[src/rtl/single_pkg.sv]
// ----------------------------------------------------------------------------
// single_pkg
// Shared definitions for the single-precision vector blocks (collect, sum,
// add). Provides the raw IEEE-754 word type, the +0.0 constant and a NaN
// classifier. No arithmetic here: words are handled bit-exact.
// ----------------------------------------------------------------------------
package single_pkg;

    typedef logic [31:0] single_t;

    localparam single_t SINGLE_ZERO = 32'h0000_0000;

    // Exponent all ones with a non-zero mantissa. Infinity (mantissa zero) is
    // not a NaN.
    function automatic logic is_nan(input single_t w);
        return (w[30:23] == 8'hFF) && (w[22:0] != 23'h0);
    endfunction

endpackage

[src/rtl/single_vector_collect.sv]
// ----------------------------------------------------------------------------
// single_vector_collect
// Deserializer in front of the vector datapath. Single-precision words arrive
// one per valid/ready beat and are packed into a WIDTH-lane vector, lane 0
// holding the first word of the frame. A frame closes when WIDTH words have
// been taken or when in_last is seen; lanes not written by a short frame stay
// +0.0 so a downstream reduction sums them correctly.
//
// Ports
//   clk         rising-edge clock
//   rst         synchronous, active-high reset
//   in_valid    in_data/in_last valid
//   in_ready    block can accept a word this cycle (FILL state)
//   in_data     IEEE-754 single word, passed through bit-exact
//   in_last     final word of the frame
//   out_valid   out_vector/out_count valid, held until out_ready
//   out_ready   downstream accepts the vector
//   out_vector  WIDTH lanes, lane 0 = first word of the frame
//   out_count   lanes written this frame (1..WIDTH), 0 while not valid
//   out_nan     sticky "frame contained a NaN" flag, valid with out_valid
//
// Build option
//   SINGLE_COLLECT_NAN_CHECK_EN  when defined, adds out_nan and its flag logic.
// ----------------------------------------------------------------------------
module single_vector_collect
    import single_pkg::*;
#(
    parameter  int WIDTH = 10,
    localparam int CW    = $clog2(WIDTH + 1)
) (
    input  logic          clk,
    input  logic          rst,
    input  logic          in_valid,
    output logic          in_ready,
    input  single_t       in_data,
    input  logic          in_last,
    output logic          out_valid,
    input  logic          out_ready,
    output single_t       out_vector [WIDTH],
    output logic [CW-1:0] out_count
`ifdef SINGLE_COLLECT_NAN_CHECK_EN
    ,
    output logic          out_nan
`endif
);

    // Lane index width; cnt never exceeds WIDTH-1.
    localparam int IW = $clog2(WIDTH);

    typedef enum logic {
        FILL = 1'b0,
        FULL = 1'b1
    } state_t;

    state_t          state;
    state_t          state_nxt;
    logic [IW-1:0]   cnt;
    logic [CW-1:0]   count_q;
    single_t         lanes [WIDTH];

    logic            accept;
    logic            frame_done;
    logic            out_hs;

    always_comb begin
        state_nxt  = state;
        in_ready   = 1'b0;
        out_valid  = 1'b0;
        accept     = 1'b0;
        frame_done = 1'b0;
        out_hs     = 1'b0;
        case (state)
            FILL: begin
                in_ready   = 1'b1;
                accept     = in_valid;
                // in_last on the final lane closes the frame exactly like a
                // naturally full one.
                frame_done = in_valid && ((cnt == IW'(WIDTH - 1)) || in_last);
                if (frame_done) begin
                    state_nxt = FULL;
                end
            end
            FULL: begin
                // Incoming words are left on the bus untouched while we hold
                // the vector; the source keeps them until in_ready returns.
                out_valid = 1'b1;
                out_hs    = out_ready;
                if (out_ready) begin
                    state_nxt = FILL;
                end
            end
            default: begin
                state_nxt = FILL;
            end
        endcase
    end

    always_ff @(posedge clk) begin
        if (rst) begin
            state   <= FILL;
            cnt     <= '0;
            count_q <= '0;
            for (int i = 0; i < WIDTH; i++) begin
                lanes[i] <= SINGLE_ZERO;
            end
        end else begin
            state <= state_nxt;

            if (accept) begin
                for (int i = 0; i < WIDTH; i++) begin
                    if (cnt == IW'(i)) begin
                        lanes[i] <= in_data;
                    end
                end
                if (frame_done) begin
                    cnt     <= '0;
                    count_q <= CW'(cnt) + CW'(1);
                end else begin
                    cnt <= cnt + IW'(1);
                end
            end

            // Clearing on handshake is what guarantees zero-filled tails for
            // the next short frame.
            if (out_hs) begin
                count_q <= '0;
                for (int i = 0; i < WIDTH; i++) begin
                    lanes[i] <= SINGLE_ZERO;
                end
            end
        end
    end

    assign out_vector = lanes;
    assign out_count  = count_q;

`ifdef SINGLE_COLLECT_NAN_CHECK_EN
    logic nan_q;

    // Sticky across the frame; accept and handshake never coincide because
    // they belong to different states.
    always_ff @(posedge clk) begin
        if (rst) begin
            nan_q <= 1'b0;
        end else if (out_hs) begin
            nan_q <= 1'b0;
        end else if (accept && is_nan(in_data)) begin
            nan_q <= 1'b1;
        end
    end

    assign out_nan = nan_q;
`endif

endmodule
[config.mk]
export PLATFORM = sky130hd
export DESIGN_NAME = single_vector_collect
export DESIGN_NICKNAME = d
export VERILOG_FILES = /design/src/rtl/single_pkg.sv /design/src/rtl/single_vector_collect.sv
export SDC_FILE = /design/constraint.sdc
export NUM_CORES = 1
export LEC_CHECK = 0
export BUFFER_PORTS_ARGS = -buffer_cell sky130_fd_sc_hd__buf_2
export CORE_ASPECT_RATIO = 1.4
export CORE_MARGIN = 4
export CORE_UTILIZATION = 55
export CTS_BUF_LIST = sky130_fd_sc_hd__clkbuf_8
export CTS_CLUSTER_SIZE = 25
export DETAILED_ROUTE_END_ITERATION = 16
export GPL_ROUTABILITY_DRIVEN = 0
export PLACE_DENSITY_LB_ADDON = 0.3
export SYNTH_ARGS = -nofsm -noshare
export SYNTH_HDL_FRONTEND = slang
export SYNTH_SLANG_ARGS = --single-unit
[constraint.sdc]
create_clock -name clk -period 2.5 [get_ports clk]
set_input_delay 0.5 -clock clk [delete_from_list [all_inputs] [get_ports clk]]
set_output_delay 0.5 -clock clk [all_outputs]
set_load 0.01 [all_outputs]
==> results of run 1 <==
==> layer usage <==
metal	routed length, um	GRT usage, %	vias up
met1	16410	40.08	6153
met5	0	0	-
li1	-	-	6002
met3	4009	6.429	166
met4	3146	20.80	0
met2	20870	50.66	740
==> Yosys cell counts, drive strengths merged, types with 2 or more instances <==
master and instances:
nor2b 3, and3b 5, or2 2, dfxtp 329
o21ai 322, a21oi 325, xor2 2, nand3b 6
nand2b 4, buf 140, nor2 3, inv 3
nand2 6, ha 4, nand3 322, mux2i 2
clkbuf 71
==> layout make-up <==
type                    instances  area, um2  share of cell area (%)
clock buffers                  59      812.0                   5.208
repair buffers                393       2320                   14.88
clock inverters                28      146.4                  0.9388
multi-input cells            1015       5334                   34.21
inverters                       3      11.26                 0.07222
flip-flops and latches        329       6586                   42.24
well taps                     306      382.9                   2.455
==> path summary, 6_finish.rpt <==
check                           slack [ns]                          from                           end
worst max-delay path                  0.59           cnt[3]$_SDFFE_PP0P_   out_vector[80]$_SDFFE_PP0P_
worst min-delay path                  0.25                           rst              state$_SDFF_PP0_
worst max register to register        0.59           cnt[3]$_SDFFE_PP0P_   out_vector[80]$_SDFFE_PP0P_
worst min register to register        0.47  out_vector[108]$_SDFFE_PP0P_  out_vector[108]$_SDFFE_PP0P_
==> metrics by stage <==
stage               std cells  util [%]  cell area (um2)  power (uW)
floorplan                1558         -            12950        5846
global placement         2046     63.06            14630        6090
detailed placement       2046     63.06            14630        6099
CTS                      2133     67.20            15590       10290
global route             2133     67.20            15590       10560
finish                   2133     67.20            15590       10260
==> sequential cells by signal, summed over array words and instances (netlist names) <==
signal	cells
cnt	4
state	1
out_vector	320
out_count	4
==> power groups by stage <==
stage	combinational (uW)	clock (uW)	sequential, uW
after floorplan	384	0	5460
after global placement	650	0	5440
after detailed placement	658	0	5440
after CTS	658	4310	5330
after global routing	708	4520	5330
final	671	4260	5330
==> logic make-up after synthesis <==
group	count (synthesis)	synth area share [%]
flops	329	50.85
compound gates	654	25.73
fa+ha+maj	4	0.3864
mux	2	0.1546
xor+xnor	2	0.1353
buf+inv	214	8.384
simple gates	353	14.36
==> worst max-delay path, delay by kind of cell (launching register included) <==
family	cells	cell delay, ns
buffers and inverters	1	0.38
flip-flops	1	0.64
AO/OA/AOI/OAI	2	0.31
AND/OR/NAND/NOR	1	0.48
==> out/metrics.yaml, run 1 <==
finish:
  layout.nets: 1831
  nFillCells: 1980
  drive_above_1_share_pct: 26.87
  final_cell_mix: "buf_2, dfxtp_1, a21oi_1"
  syn_to_final_growth_pct: 20.37
  final_common_cell: "buf_2"
  diodes: 0
place:
  io_buffers: 362
  dp_hpwl_um: 27670
  dp_slack_ns: 0.5781
global_route:
  overflow: 0
  grt_max_degree: 75
  antenna_found_initial: 0
  grt_pass1_vias: 11931
  grt_usage_pct: 32.24
  grt_pass1_wl_um: 66660
sta:
  slew-limit-headroom_pct: 58.59
  hold_viol: 0
  whs_ns: 0.2454
  min_period_ns: 1.908
  worst_slack_ns: 0.5915
  drv_slew: 0
  grt_setup_unrepaired: "false"
  finalSetupViolCount: 0
  setup_tns_ns: 0
  fin_crit_sh_pct: 76.34
  fin_skew_ns: 0.02325
  worst_pin_slew_ns: 0.6212
  fmax_mhz: 524.0
min_path:
  whs_path_depth: 2
  hp-class: "in2reg"
critical_path:
  cp-start-kind: "flip-flop"
  timing.critical_path.cells: "nand2b_4 -> buf_4 -> o21ai_0 -> a21oi_1"
  cp.required_ns: 2.98
  critPathCaptureType: "flip-flop"
  crit_type: "reg2reg"
  max_stage_delay_ns: 0.64
  slowest_stage: "dfxtp_1"
  reg2reg_depth: 4
  critPathMaxFanout: 34
  cp.arrival_ns: 2.39
floorplanning:
  std_cell_rows: 66
  io_pins: 363
  die_w_um: 137.7
  core_area_um2: 23200
  fp.dieH_um: 189.6
  dieArea_um2: 26110
  initial_core_util_pct: 55.82
cts:
  cts_buffer_depth: 3
  hold_buffers: 0
  clkTransAtPathRegs_ns: 0.07
  clkSinkCount: 329
  cts_tree: "done"
  cts_root_buffer: "clkbuf_8"
  clkLatencyLatePin_ns: 0.56
  numCtsBuffers: 48
  cts_resized: 0
  cts_post_setup_buffers_inserted: 0
  h-tree-depth: 2
detailed_routing:
  drtPass1Iterations: 5
  first_iter_violations: 1139
  route.detailed.drc: 0
  viasPerCell: 6.123
  vias: 13061
  wl_um: 44440
  wire_per_inst_um: 20.83
  ant_nets: 0
power_and_ir_drop:
  p_sw_uw: 2551
  power_frac_comb_pct: 6.5
  vdd_ir_drop_max_mv: 0.4177
  switching_share_pct: 24.87
  p_leak_uw: 0.006236
  p_per_area_nw_per_um2: 657.7
  pwr-share-clk_pct: 41.5
  power.internal_uw: 7705
  seqPwrFrac_pct: 51.9
logic_synthesis:
  ys_seq_elements: 329
  seq_area_frac_synth_pct: 50.85
  synth_edf_count: 0
  synth_flop_cell: "dfxtp_1"
  synthTopCellsByArea: "dfxtp_1, a21oi_1, nand3_1"
  yosys.area.top_type_share_pct: 50.85
  syn_inst: 1558
  syn-num-nets: 1599
  syn_area_um2: 12950
  synthDistinctLibCells: 36
  avgSynthCellArea_um2: 8.314
  yosysWarnings: 0
  yosys.area.top_type: "dfxtp_1"
  async_reset_ff_share_pct: 0
flow_run:
  drv_cap: 0
run_status:
  outcome: "finished, final reports clean"
Note: power is estimated with default switching activity, not from simulation.
==> inputs of run 2 (changes only) <==
--- a/config.mk
+++ b/config.mk
@@ -8,7 +8,7 @@
 export BUFFER_PORTS_ARGS = -buffer_cell sky130_fd_sc_hd__buf_2
 export CORE_ASPECT_RATIO = 1.4
 export CORE_MARGIN = 4
-export CORE_UTILIZATION = 55
+export CORE_UTILIZATION = 49
 export CTS_BUF_LIST = sky130_fd_sc_hd__clkbuf_8
 export CTS_CLUSTER_SIZE = 25
 export DETAILED_ROUTE_END_ITERATION = 16
==> constraint.sdc (replaced) <==
create_clock -name clk -period 1.7 [get_ports clk]
set_input_delay 0.34 -clock clk [delete_from_list [all_inputs] [get_ports clk]]
set_output_delay 0.34 -clock clk [all_outputs]
set_load 0.01 [all_outputs]
==> run 2 against run 1 <==
  * Hold slack worse by 0.20 ns
  * Count of clock-buffer cells in the layout did not move
  * Critical path depth is 1 lower
  * Non-clock buffer count increased by 14
  * Setup slack worse by 0.50 ns
  * First-iteration DRC count grew 24%
  * Clock skew is 0.0093 ns lower
  * Cell count grew 1.5%
  * Core utilization down 6.3 points
  * Critical endpoint is now in_ready
  * Largest power group unchanged
==> out/metrics.yaml, run 2 (synthesis gave the netlist of run 1 again) <==
place:
  dp_cells: 2075
  io_buffers: 362
  dp_hpwl_um: 28380
  place_area_um2: 14860
critical_path:
  crit_start: "state$_SDFF_PP0_"
  reg2reg_to: "out_vector[134]$_SDFFE_PP0P_"
  reg2reg_depth: 7
  crit_type: "reg2out"
  critPathMaxFanout: 6
  r2r_slack_ns: 0.11
  cp-endpoint: "in_ready"
  cp-start-kind: "flip-flop"
  critPathCaptureType: "output pin"
  cp.arrival_ns: 1.27
  cp.required_ns: 1.36
  r2r-start: "cnt[1]$_SDFFE_PP0P_"
sta:
  min_period_ns: 1.606
  finalSetupViolCount: 0
  fin_crit_sh_pct: 94.49
  whs_ns: 0.04555
  drv_slew: 0
  slew-limit-headroom_pct: 69.27
  grt_setup_unrepaired: "false"
  hold_viol: 0
  worst_pin_slew_ns: 0.4600
  setup_tns_ns: 0
  fin_skew_ns: 0.01393
  fmax_mhz: 622.5
finish:
  largest_reg_flops: 320
  diodes: 0
  multi_input_area_um2: 5334
  final_cell_mix: "buf_2, dfxtp_1, a21oi_1"
  syn_to_final_growth_pct: 22.77
  stdcell_count: 2164
  seq_area_um2: 6591
  fin_area_um2: 15900
  final_common_cell: "buf_2"
  layout.nets: 1846
  drive_above_1_share_pct: 27.66
  nFillCells: 2343
floorplanning:
  dieArea_um2: 29140
  io_pins: 363
  die_w_um: 145.4
  std_cell_rows: 70
  fp.dieH_um: 200.4
  core_area_um2: 26100
  initial_core_util_pct: 49.63
global_route:
  grt_pass1_vias: 12102
  grt_max_degree: 98
  overflow: 0
  antenna_found_initial: 0
  grt_usage_pct: 29.55
  grt_pass1_wl_um: 70440
cts:
  hold_buffers: 0
  clkTransAtPathRegs_ns: 0.07
  cts_buffer_depth: 3
  clkLatencyLatePin_ns: 0.59
  h-tree-depth: 2
  numCtsBuffers: 49
  cts_root_buffer: "clkbuf_8"
  clkSinkCount: 329
  cts_tree: "done"
power_and_ir_drop:
  vdd_ir_drop_max_mv: 1.003
  p_leak_uw: 0.006381
  p_per_area_nw_per_um2: 973.5
detailed_routing:
  wire_per_inst_um: 21.24
  vias: 13090
  viasPerCell: 6.049
  first_iter_violations: 1407
  ant_nets: 0
  route.detailed.drc: 0
  wl_um: 45960
  drtPass1Iterations: 6
min_path:
  hp-class: "in2reg"
  min_from: "rst"
run_status:
  outcome: "finished, final reports clean"
flow_run:
  drv_cap: 0
==> run 2: area by class of cell <==
class	count	area share (%)
Inverter	3	0.07081
Clock buffer	59	5.106
Timing Repair Buffer	407	16.11
Tap cell	324	2.549
Clock inverter	27	1.172
Sequential cell	329	41.45
Multi-Input combinational cell	1015	33.54
==> run 2: worst min-delay path by stage <==
stage          slack (ns)                           end  cells after the start
3_5_place_dp         0.45     out_count[1]$_SDFFE_PP0P_                      2
2_1_floorplan        0.48     out_count[1]$_SDFFE_PP0P_                      2
3_3_place_gp         0.46  out_vector[256]$_SDFFE_PP0P_                      2
6_report             0.05           cnt[2]$_SDFFE_PP0P_                      2
5_1_grt              0.03           cnt[2]$_SDFFE_PP0P_                      2
4_1_cts              0.02           cnt[2]$_SDFFE_PP0P_                      2
==> run 2: per-layer routing <==
metal  up-vias  track usage, %  share of wire, %  wire, um
met5         -               0                 0         0
met2       732           48.09                48     22190
met3       150           6.042               8.8      4048
met4         0           16.70               5.9      2692
li1       6031               -                 -         -
met1      6177           36.53                37     17030
==> run 2: worst max-delay path, cell delays in order, from the launching register on <==
cell     delay [ns]
dfxtp_2        0.36
buf_4          0.15
inv_1          0.04
buf_2          0.13
==> run 2: where the power goes <==
part           switching (uW)  internal [uW]  leakage [uW]  total (uW)
registers                41.2           7790       0.00266        7830
logic                     746            295       0.00314        1040
clock network            3030           3580      0.000586        6610
total                    3820          11700       0.00638       15500
==> run 2: per-stage QoR <==
| stage | total power, uW | util (%) | worst slack (ns) |
|---|---|---|---|
| final | 15480 | 60.93 | 0.09368 |
| after global routing | 15940 | 60.93 | 0.009345 |
| after CTS | 15500 | 60.78 | 0.01038 |
| after detailed placement | 9013 | 56.95 | 0.1011 |
| after global placement | 9003 | 56.95 | 0.1403 |
| after floorplan | 8597 | - | 0.1954 |
==> run 2: timing repair <==
item	in CTS	in global routing
setup endpoints to repair	0	98
setup buffers	0	2
gates resized for setup	0	12
==> inputs of run 3 (changes only) <==
--- a/config.mk
+++ b/config.mk
@@ -7,13 +7,13 @@
 export LEC_CHECK = 0
 export BUFFER_PORTS_ARGS = -buffer_cell sky130_fd_sc_hd__buf_2
 export CORE_ASPECT_RATIO = 1.4
-export CORE_MARGIN = 4
-export CORE_UTILIZATION = 49
+export CORE_UTILIZATION = 55
 export CTS_BUF_LIST = sky130_fd_sc_hd__clkbuf_8
 export CTS_CLUSTER_SIZE = 25
 export DETAILED_ROUTE_END_ITERATION = 16
 export GPL_ROUTABILITY_DRIVEN = 0
 export PLACE_DENSITY_LB_ADDON = 0.3
+export SLEW_MARGIN = 20
 export SYNTH_ARGS = -nofsm -noshare
 export SYNTH_HDL_FRONTEND = slang
 export SYNTH_SLANG_ARGS = --single-unit
==> constraint.sdc (replaced) <==
create_clock -name clk -period 1.9 [get_ports clk]
set_input_delay 0.38 -clock clk [delete_from_list [all_inputs] [get_ports clk]]
set_output_delay 0.38 -clock clk [all_outputs]
set_load 0.01 [all_outputs]
==> run 3 against run 2 <==
  * Clock skew decreased by 0.0019 ns
  * Setup slack worse by 0.013 ns
  * Routed wire length fell by 6.1%
  * Die area fell by 17%
  * First-iteration DRC count decreased by 2.8%
  * Hold slack gained 0.056 ns
  * Register-to-register slack better by 0.09 ns
==> out/metrics.yaml, run 3 (synthesis gave the netlist of run 1 again) <==
run_status:
  outcome: "finished, final reports clean"
floorplanning:
  die_w_um: 131.7
  core_area_um2: 23200
  std_cell_rows: 66
  dieArea_um2: 24180
  fp.dieH_um: 183.6
  initial_core_util_pct: 55.82
  io_pins: 363
cts:
  h-tree-depth: 2
  cts_resized: 0
  cts_buffer_depth: 3
  clkLatencyLatePin_ns: 0.58
  numCtsBuffers: 48
  clkSinkCount: 329
  cts_tree: "done"
  cts_post_setup_buffers_inserted: 0
  cts_root_buffer: "clkbuf_8"
  clkTransAtPathRegs_ns: 0.06
  hold_buffers: 0
power_and_ir_drop:
  p_per_area_nw_per_um2: 864.1
  p_leak_uw: 0.006320
  vdd_ir_drop_max_mv: 0.6001
finish:
  final_cell_mix: "buf_2, dfxtp_1, a21oi_1"
  syn_to_final_growth_pct: 21.58
  seq_area_um2: 6586
  nFillCells: 1943
  fin_util_pct: 67.87
  diodes: 0
  final_common_cell: "buf_2"
  multi_input_area_um2: 5334
  largest_reg_flops: 320
  layout.nets: 1840
  stdcell_count: 2142
  drive_above_1_share_pct: 27.40
critical_path:
  cp.arrival_ns: 1.44
  cp-start-kind: "flip-flop"
  crit_start: "state$_SDFF_PP0_"
  slowest_stage: "dfxtp_1"
  critPathTopFamily: "flip-flops"
  r2r-start: "cnt[0]$_SDFFE_PP0P_"
  critPathCaptureType: "output pin"
  cp.required_ns: 1.52
  worst-path-buf-inv: 1
  max_stage_delay_ns: 0.64
  crit_type: "reg2out"
  critPathMaxFanout: 16
  timing.critical_path.cells: "buf_2"
min_path:
  hp-class: "in2reg"
  min_from: "rst"
sta:
  min_period_ns: 1.819
  grt_setup_unrepaired: "false"
  worst_slack_ns: 0.08068
  drv_slew: 0
  worst_pin_slew_ns: 0.5167
  fmax_mhz: 549.7
  hold_viol: 0
  fin_skew_ns: 0.01200
  slew-limit-headroom_pct: 65.51
  whs_ns: 0.1017
  finalSetupViolCount: 0
  fin_crit_sh_pct: 95.75
  setup_tns_ns: 0
detailed_routing:
  viasPerCell: 6.117
  first_iter_violations: 1367
  ant_nets: 0
  wl_um: 43140
  wire_per_inst_um: 20.14
  drtPass1Iterations: 5
  route.detailed.drc: 0
  vias: 13102
global_route:
  grt_max_degree: 94
  overflow: 0
  antenna_found_initial: 0
  grt_pass1_vias: 11549
  grt_pass1_wl_um: 65380
  grt_usage_pct: 34.04
flow_run:
  drv_cap: 0
place:
  io_buffers: 362
  dp_cells: 2055
  dp_slack_ns: 0.2590
  dp_hpwl_um: 26410
## run 3: changes by cell type in the layout (fill, tap and decap cells not counted), moves of 2 or more
cell       delta
o21ai_0       +5
o21ai_1       -5
dfxtp_2       -4
bufinv_16     -2
dfxtp_1       +4
clkbuf_8      +3
inv_1         -2
buf_12        -4
## run 3: where the power goes
part | leakage [uW] | switching [uW] | internal [uW]
sequential | 0.00266 | 40.0 | 6970
clock | 0.000573 | 2670 | 3060
combinational | 0.00309 | 645 | 231
## run 3: path summary, 6_finish.rpt
kind / endpoint / cells past startpoint / slack (ns)
worst min-delay path: cnt[2]$_SDFFE_PP0P_ / 2 / 0.10
worst min register to register: out_count[2]$_SDFFE_PP0P_ / 2 / 0.46
worst max-delay path: out_valid / 1 / 0.08
worst max register to register: out_vector[18]$_SDFFE_PP0P_ / 5 / 0.20
## run 3: area by class of cell
| cell class | instances | share of cell area (%) |
|---|---|---|
| flip-flops and latches | 329 | 41.82 |
| repair buffers | 402 | 15.56 |
| well taps | 306 | 2.431 |
| multi-input cells | 1015 | 33.87 |
| clock inverters | 25 | 0.8342 |
| inverters | 3 | 0.07150 |
| clock buffers | 62 | 5.418 |
## run 3: per-stage QoR
stage / total power, uW / area, um2
2_1_floorplan: 7692 / 12950
3_3_place_gp: 8009 / 14760
3_5_place_dp: 8018 / 14760
4_1_cts: 13650 / 15750
5_1_grt: 14060 / 15750
6_report: 13610 / 15750
## run 3: metal layers
metal,global-route usage (%),wire length [um],vias to the layer above
li1,-,-,6010
met1,41.74,16310,6236
met2,54.39,20360,700
met3,6.865,3712,156
met4,22.42,2757,0
met5,0,0,-
